### config.mk
export PLATFORM = sky130hd
export DESIGN_NAME = ps2_rx_fifo
export DESIGN_NICKNAME = d
export VERILOG_FILES = /design/src/rtl/ps2_rx_fifo.sv
export SDC_FILE = /design/constraint.sdc
export NUM_CORES = 1
export LEC_CHECK = 0
export ABC_CLOCK_PERIOD_IN_PS = 3500
export CAP_MARGIN = 20
export CORE_ASPECT_RATIO = 0.7
export CORE_MARGIN = 4
export CORE_UTILIZATION = 45
export DETAILED_ROUTE_END_ITERATION = 8
export GPL_ROUTABILITY_DRIVEN = 1
export PLACE_DENSITY_LB_ADDON = 0.05
export SKIP_CTS_REPAIR_TIMING = 1
export SLEW_MARGIN = 20
export SYNTH_ARGS = -nofsm -noshare
export SYNTH_HDL_FRONTEND = slang
export SYNTH_SLANG_ARGS = --single-unit
### constraint.sdc
create_clock -name CLK_clk_i -period 3.5 [get_ports CLK_clk_i]
set_clock_uncertainty 0.2 [all_clocks]
set_input_delay 0.35 -clock CLK_clk_i [delete_from_list [all_inputs] [get_ports CLK_clk_i]]
set_output_delay 0.35 -clock CLK_clk_i [all_outputs]
set_load 0.02 [all_outputs]
### src/rtl/ps2_rx_fifo.sv
// PS/2 device-to-host receiver: clock glitch filter, 11-bit frame
// deserialiser with parity/framing/timeout checks, show-ahead byte FIFO.
module ps2_rx_fifo #(
    parameter int FILTER_LEN  = 8,
    parameter int FIFO_DEPTH  = 16,
    parameter int TIMEOUT_CYC = 50000
) (
    input  logic                        CLK_clk_i,
    input  logic                        RST_rstn_i,
    input  logic                        ps2d_i,
    input  logic                        ps2c_i,
    input  logic                        rx_en_i,
    input  logic                        rd_en_i,
    input  logic                        clr_err_i,
    output logic [7:0]                  dout_o,
    output logic                        dout_perr_o,
    output logic                        empty_o,
    output logic                        full_o,
    output logic [$clog2(FIFO_DEPTH):0] count_o,
    output logic                        rx_done_tick_o,
    output logic                        frame_err_tick_o,
    output logic                        timeout_tick_o,
    output logic                        overflow_o
);

    localparam int AW = $clog2(FIFO_DEPTH);
    localparam int TW = $clog2(TIMEOUT_CYC);

    localparam logic [1:0] S_IDLE  = 2'd0;
    localparam logic [1:0] S_SHIFT = 2'd1;
    localparam logic [1:0] S_CHECK = 2'd2;

    logic [FILTER_LEN-1:0] flt_q, flt_d;
    logic                  f_q, f_d;
    logic                  fall;

    logic [1:0]    state_q, state_d;
    logic [3:0]    n_q, n_d;
    logic [10:0]   sr_q, sr_d;
    logic [TW-1:0] timer_q, timer_d;

    logic       push_req;
    logic       push_ok;
    logic       pop;
    logic [8:0] din;
    logic [8:0] head;

    logic [AW:0] wr_q, wr_d;
    logic [AW:0] rd_q, rd_d;
    logic [8:0]  mem_q [FIFO_DEPTH];
    logic        ovf_q, ovf_d;

    // Filtered clock only moves once the whole window agrees.
    always_comb begin
        flt_d = {ps2c_i, flt_q[FILTER_LEN-1:1]};
        f_d   = f_q;
        if (&flt_q) begin
            f_d = 1'b1;
        end else if (~|flt_q) begin
            f_d = 1'b0;
        end
        fall = f_q & ~f_d;
    end

    always_comb begin
        state_d          = state_q;
        n_d              = n_q;
        sr_d             = sr_q;
        timer_d          = timer_q;
        timeout_tick_o   = 1'b0;
        frame_err_tick_o = 1'b0;
        push_req         = 1'b0;
        unique case (state_q)
            S_IDLE: begin
                if (fall && rx_en_i) begin
                    sr_d    = {ps2d_i, sr_q[10:1]};
                    n_d     = 4'd9;
                    timer_d = '0;
                    state_d = S_SHIFT;
                end
            end
            S_SHIFT: begin
                if (fall) begin
                    sr_d    = {ps2d_i, sr_q[10:1]};
                    timer_d = '0;
                    if (n_q == 4'd0) begin
                        state_d = S_CHECK;
                    end else begin
                        n_d = n_q - 4'd1;
                    end
                end else if (timer_q == TW'(TIMEOUT_CYC - 1)) begin
                    timeout_tick_o = 1'b1;
                    timer_d        = '0;
                    state_d        = S_IDLE;
                end else begin
                    timer_d = timer_q + 1'b1;
                end
            end
            S_CHECK: begin
                state_d = S_IDLE;
                if (sr_q[0] || !sr_q[10]) begin
                    frame_err_tick_o = 1'b1;
                end else begin
                    push_req = 1'b1;
                end
            end
            default: state_d = S_IDLE;
        endcase
    end

    assign din     = {~^sr_q[9:1], sr_q[8:1]};
    assign count_o = wr_q - rd_q;
    assign empty_o = (count_o == '0);
    assign full_o  = (count_o == (AW+1)'(FIFO_DEPTH));
    assign pop     = rd_en_i & ~empty_o;
    // A pop in the same clock frees the slot, so a full FIFO still accepts.
    assign push_ok        = push_req & (~full_o | pop);
    assign rx_done_tick_o = push_ok;

    assign head        = mem_q[rd_q[AW-1:0]];
    assign dout_o      = empty_o ? 8'h00 : head[7:0];
    assign dout_perr_o = empty_o ? 1'b0 : head[8];
    assign overflow_o  = ovf_q;

    always_comb begin
        wr_d  = push_ok ? wr_q + 1'b1 : wr_q;
        rd_d  = pop ? rd_q + 1'b1 : rd_q;
        ovf_d = ovf_q;
        if (push_req && !push_ok) begin
            ovf_d = 1'b1;
        end else if (clr_err_i) begin
            ovf_d = 1'b0;
        end
    end

    always_ff @(posedge CLK_clk_i) begin
        if (push_ok) begin
            mem_q[wr_q[AW-1:0]] <= din;
        end
    end

    always_ff @(posedge CLK_clk_i or negedge RST_rstn_i) begin
        if (!RST_rstn_i) begin
            flt_q   <= '0;
            f_q     <= 1'b0;
            state_q <= S_IDLE;
            n_q     <= '0;
            sr_q    <= '0;
            timer_q <= '0;
            wr_q    <= '0;
            rd_q    <= '0;
            ovf_q   <= 1'b0;
        end else begin
            flt_q   <= flt_d;
            f_q     <= f_d;
            state_q <= state_d;
            n_q     <= n_d;
            sr_q    <= sr_d;
            timer_q <= timer_d;
            wr_q    <= wr_d;
            rd_q    <= rd_d;
            ovf_q   <= ovf_d;
        end
    end

endmodule

==> results.md <==
- The run finished, with violations left.
- The checks that failed: setup timing.
- After detailed routing, the average wire length per cell comes to roughly 21 µm.
- Counting the fill cells in the layout gives ~1500.
- The number of antenna violations at the first check in global routing is 0.
- The sum of routed wire length over all layers is around 18 mm.
- Yosys printed 0 warnings.
- Prior to clock tree synthesis, the placed netlist has a worst setup slack of around 52 ps.
- The number of violations of the max-capacitance limit is 0.
- The overall power consumption is 0.00553 W.
- The number of pins with negative max-slew slack in the final report is 0.
- The worst pin sits at a relative slew slack of 46.2%.
- From synthesis to final layout, the design area changed by 14.5%.
- The required time of the critical path is roughly 3000 ps.
- In this run the deepest clock path goes through 2 buffers.
- Dividing total power by cell area gives a power density of approximately 570 nW/µm².
- The total nets after synthesis is between 500 and 600.
- The worst path in the final design needs a cycle of around 3600 ps, including I/O delays and setup.
- Summed over its instances, the top area cell type makes up about 51% of the synthesized netlist area.
- The number of antenna repair diodes is 0.
- The clock-pin slew on the worst setup and hold paths is ~80 ps.
- After synthesis, flip-flops and latches occupy between 60% and 70% of the total area.
- The worst hold slack after final layout is about 150 ps.
- Counting every instance in the synthesized netlist gives 544.
- Setup repair after global routing could not meet its margin everywhere.
- For the final routed database, the setup TNS stands at -665 ps.
- The total vias in the final route is 4772.
- After synthesis, the netlist uses between 50 and 60 different library cells.
- The number of global-route vias before repair is between 4000 and 5000.
- The post-route netlist has 18.0% of its cells at a drive strength greater than 1.
- For this design the static power due to leakage is 3.40 nW.
- The endpoint type of the worst setup path is an output port.
- The worst-case IR drop observed on VDD is 0.294 mV.
- Across all setup checks in the final design, the least slack found is -141 ps.
- Including well taps, the total number of placed cells is 811.
- The detailed router finished its first iteration with between 300 and 400 violations.
- By area the synthesized netlist is led by sky130_fd_sc_hd__edfxtp_1, sky130_fd_sc_hd__dfrtp_1, sky130_fd_sc_hd__mux4_2.
- For this configuration, the core starts out at a cell density of 46.5%.
- The number of clock sinks is around 200.
- Averaged over all synthesized cells, the footprint is between 15 and 20 µm².
- The count of placed standard cells in the final layout, fillers left out is 843.
- The library cells used most frequently in the layout, excluding fill and tap cells, are sky130_fd_sc_hd__edfxtp_1, sky130_fd_sc_hd__dfrtp_1, sky130_fd_sc_hd__nor2_1, sky130_fd_sc_hd__nand2_1, sky130_fd_sc_hd__buf_4.
- Detailed placement ended at an HPWL of ~12 mm.
- The row count is 41.
- Summed over all layers, the global routing overflow is 0.
- The first-pass GRT wire length is 28.0 mm.
- The count of nets left with antenna violations once routing finished came out at 0.
- During placement, the flow inserted port buffers numbering 26.
- Summed over all instances, the cell type with the most area after synthesis is sky130_fd_sc_hd__edfxtp_1.
- The number of CTS-inserted buffers is 17.
- The most common cell after layout, fill and taps aside is sky130_fd_sc_hd__edfxtp_1.
- The H-tree was split into 4 levels.
- At the pin with the least slew margin, the transition time is 806 ps.
- For this run, the post-layout net count is between 600 and 700.
- In the routed design, unresolved DRC markers number 0.
- The clock tree from TritonCTS is done.
- STA classifies the critical path startpoint as a register.
- The tree is rooted in a sky130_fd_sc_hd__clkbuf_16.
- The setup violation total in the final timing report is 5.
- The die outline width is between 150 and 200 µm.
- The most used flip-flop cell after synthesis is sky130_fd_sc_hd__edfxtp_1.
- The post-route clock period utilization is 104%.
- Counting flops with a built-in enable in the synthesized netlist gives 144.
- The arrival time of data at the critical path endpoint is 3090 ps.
- The fmax is 275 MHz.
- The via density per instance is ~5.7.
- The floorplan die area is 21200 µm².
- For this run, asynchronously set or reset flops after synthesis account for between 20% and 30%.
- The path class of the tightest hold or removal check is in -> reg.
- The critical-path maximum fanout is 10.
- The maximum number of pins on one net before global-route repair is 52.
- The synthesized design contains between 150 and 200 register bits.
- The top-level I/O count is 27.
- For this run, the total global-route usage over all layers was measured as between 15 and 20%.
- By startpoint and endpoint, the worst setup path is classified as reg -> out.
- The mapped netlist covers 8510 µm².
- After floorplanning, the core was sized to cover ~18000 µm².
- The congestion estimate from routability-driven global placement came to ~0.79.
- The number of failing hold endpoints at the final stage came to 0.
- The die outline height is 123 µm.
- For this run, the detailed router's first-pass iteration total came to 4.
- At the later pin of the worst-skew pair, clock insertion delay measures 430 ps.
layer usage:
metal  vias to the layer above  routed length (µm)  track usage, %
li1                       2188                   -               -
met1                      2474                9180            28.9
met2                       103                7730            24.9
met3                         7                 841            3.84
met4                         0                  82            4.22
met5                         -                   0               0
flip-flops by register name (all words and copies together), names as in the netlist:
| name | flops |
|---|---|
| rd_q | 5 |
| mem_q | 144 |
| timer_q | 16 |
| state_q | 2 |
| sr_q | 11 |
| f_q | 1 |
| wr_q | 5 |
| n_q | 4 |
| overflow_o | 1 |
| flt_q | 8 |
Yosys cell counts, types with 3 or more instances:
library cell / instances
sky130_fd_sc_hd__nand2b_1: 4
sky130_fd_sc_hd__a211oi_1: 7
sky130_fd_sc_hd__o22ai_1: 6
sky130_fd_sc_hd__inv_2: 3
sky130_fd_sc_hd__edfxtp_1: 144
sky130_fd_sc_hd__mux2i_1: 26
sky130_fd_sc_hd__xor2_1: 4
sky130_fd_sc_hd__nor2_1: 37
sky130_fd_sc_hd__mux2_1: 9
sky130_fd_sc_hd__nor3_2: 4
sky130_fd_sc_hd__buf_2: 10
sky130_fd_sc_hd__inv_1: 12
sky130_fd_sc_hd__nand2_1: 32
sky130_fd_sc_hd__mux4_2: 23
sky130_fd_sc_hd__nor3_1: 5
sky130_fd_sc_hd__mux2_2: 4
sky130_fd_sc_hd__nand3_1: 15
sky130_fd_sc_hd__o21ai_1: 6
sky130_fd_sc_hd__dfrtp_1: 53
sky130_fd_sc_hd__nor2b_1: 7
sky130_fd_sc_hd__o221ai_1: 12
sky130_fd_sc_hd__or3_1: 3
sky130_fd_sc_hd__nor3b_1: 4
sky130_fd_sc_hd__nand4_1: 5
sky130_fd_sc_hd__clkbuf_1: 7
sky130_fd_sc_hd__o21ai_0: 7
sky130_fd_sc_hd__and4_1: 3
sky130_fd_sc_hd__buf_6: 3
sky130_fd_sc_hd__mux4_1: 4
sky130_fd_sc_hd__a21oi_1: 7
sky130_fd_sc_hd__nor4_1: 4
sky130_fd_sc_hd__and3_1: 5
sky130_fd_sc_hd__ha_1: 11
sky130_fd_sc_hd__xnor2_1: 28
cell type report:
class	count	area, µm²	share of cell area, %
sequential	197	5650	58.0
timing repair buffer	56	513	5.26
multi-input combinational	308	2670	27.3
clock buffer	17	425	4.36
clock inverter	14	141	1.45
tap	236	295	3.03
inverter	15	56.3	0.578
per-stage QoR:
step / instance area, µm² / utilization, %
2_1_floorplan: 8510 / -
3_3_place_gp: 9140 / 49.9
3_5_place_dp: 9140 / 49.9
4_1_cts: 9700 / 53.0
5_1_grt: 9750 / 53.2
6_report: 9750 / 53.2
final timing paths:
| check | start | to | slack (ps) | depth (start not counted) |
|---|---|---|---|---|
| worst max-delay path | wr_q[0] | dout_o[0] | -140 | 10 |
| worst min register to register | flt_q[7] | flt_q[6] | 260 | 0 |
| min in group asynchronous | RST_rstn_i | timer_q[6] | 310 | 2 |
| worst min-delay path | ps2c_i | flt_q[7] | 150 | 1 |
| max in group asynchronous | RST_rstn_i | rd_q[0] | 1970 | 3 |
| worst max register to register | wr_q[0] | mem_q[5][6] | 340 | 11 |
where the power goes:
part | switching, W | internal [W] | leakage (nW)
Clock | 0.000878 | 0.00100 | 0.279
Sequential | 0.0000637 | 0.00253 | 1.97
Combinational | 0.000601 | 0.000460 | 1.15
Total | 0.00154 | 0.00399 | 3.40
cell families after synthesis:
| kind of cell | Yosys count | synth area share (%) |
|---|---|---|
| and+or+nand+nor | 140 | 9.05 |
| AOI/OAI and AO/OA | 58 | 4.79 |
| xor gates and xnor gates | 32 | 3.29 |
| muxes | 66 | 12.1 |
| buffers and inverters | 39 | 2.54 |
| adders and majority gates | 12 | 1.85 |
| DFF | 197 | 66.4 |
worst max-delay path: stages (launching register included):
cell and delay [ps]:
sky130_fd_sc_hd__dfrtp_1 350, sky130_fd_sc_hd__inv_1 80, sky130_fd_sc_hd__ha_1 220, sky130_fd_sc_hd__fa_1 410
sky130_fd_sc_hd__nand2b_1 160, sky130_fd_sc_hd__a21oi_1 210, sky130_fd_sc_hd__xnor2_1 220, sky130_fd_sc_hd__inv_2 130
sky130_fd_sc_hd__nor2_4 270, sky130_fd_sc_hd__a211oi_1 90, sky130_fd_sc_hd__clkdlybuf4s50_1 550
Note: power is estimated with default switching activity, not from simulation.
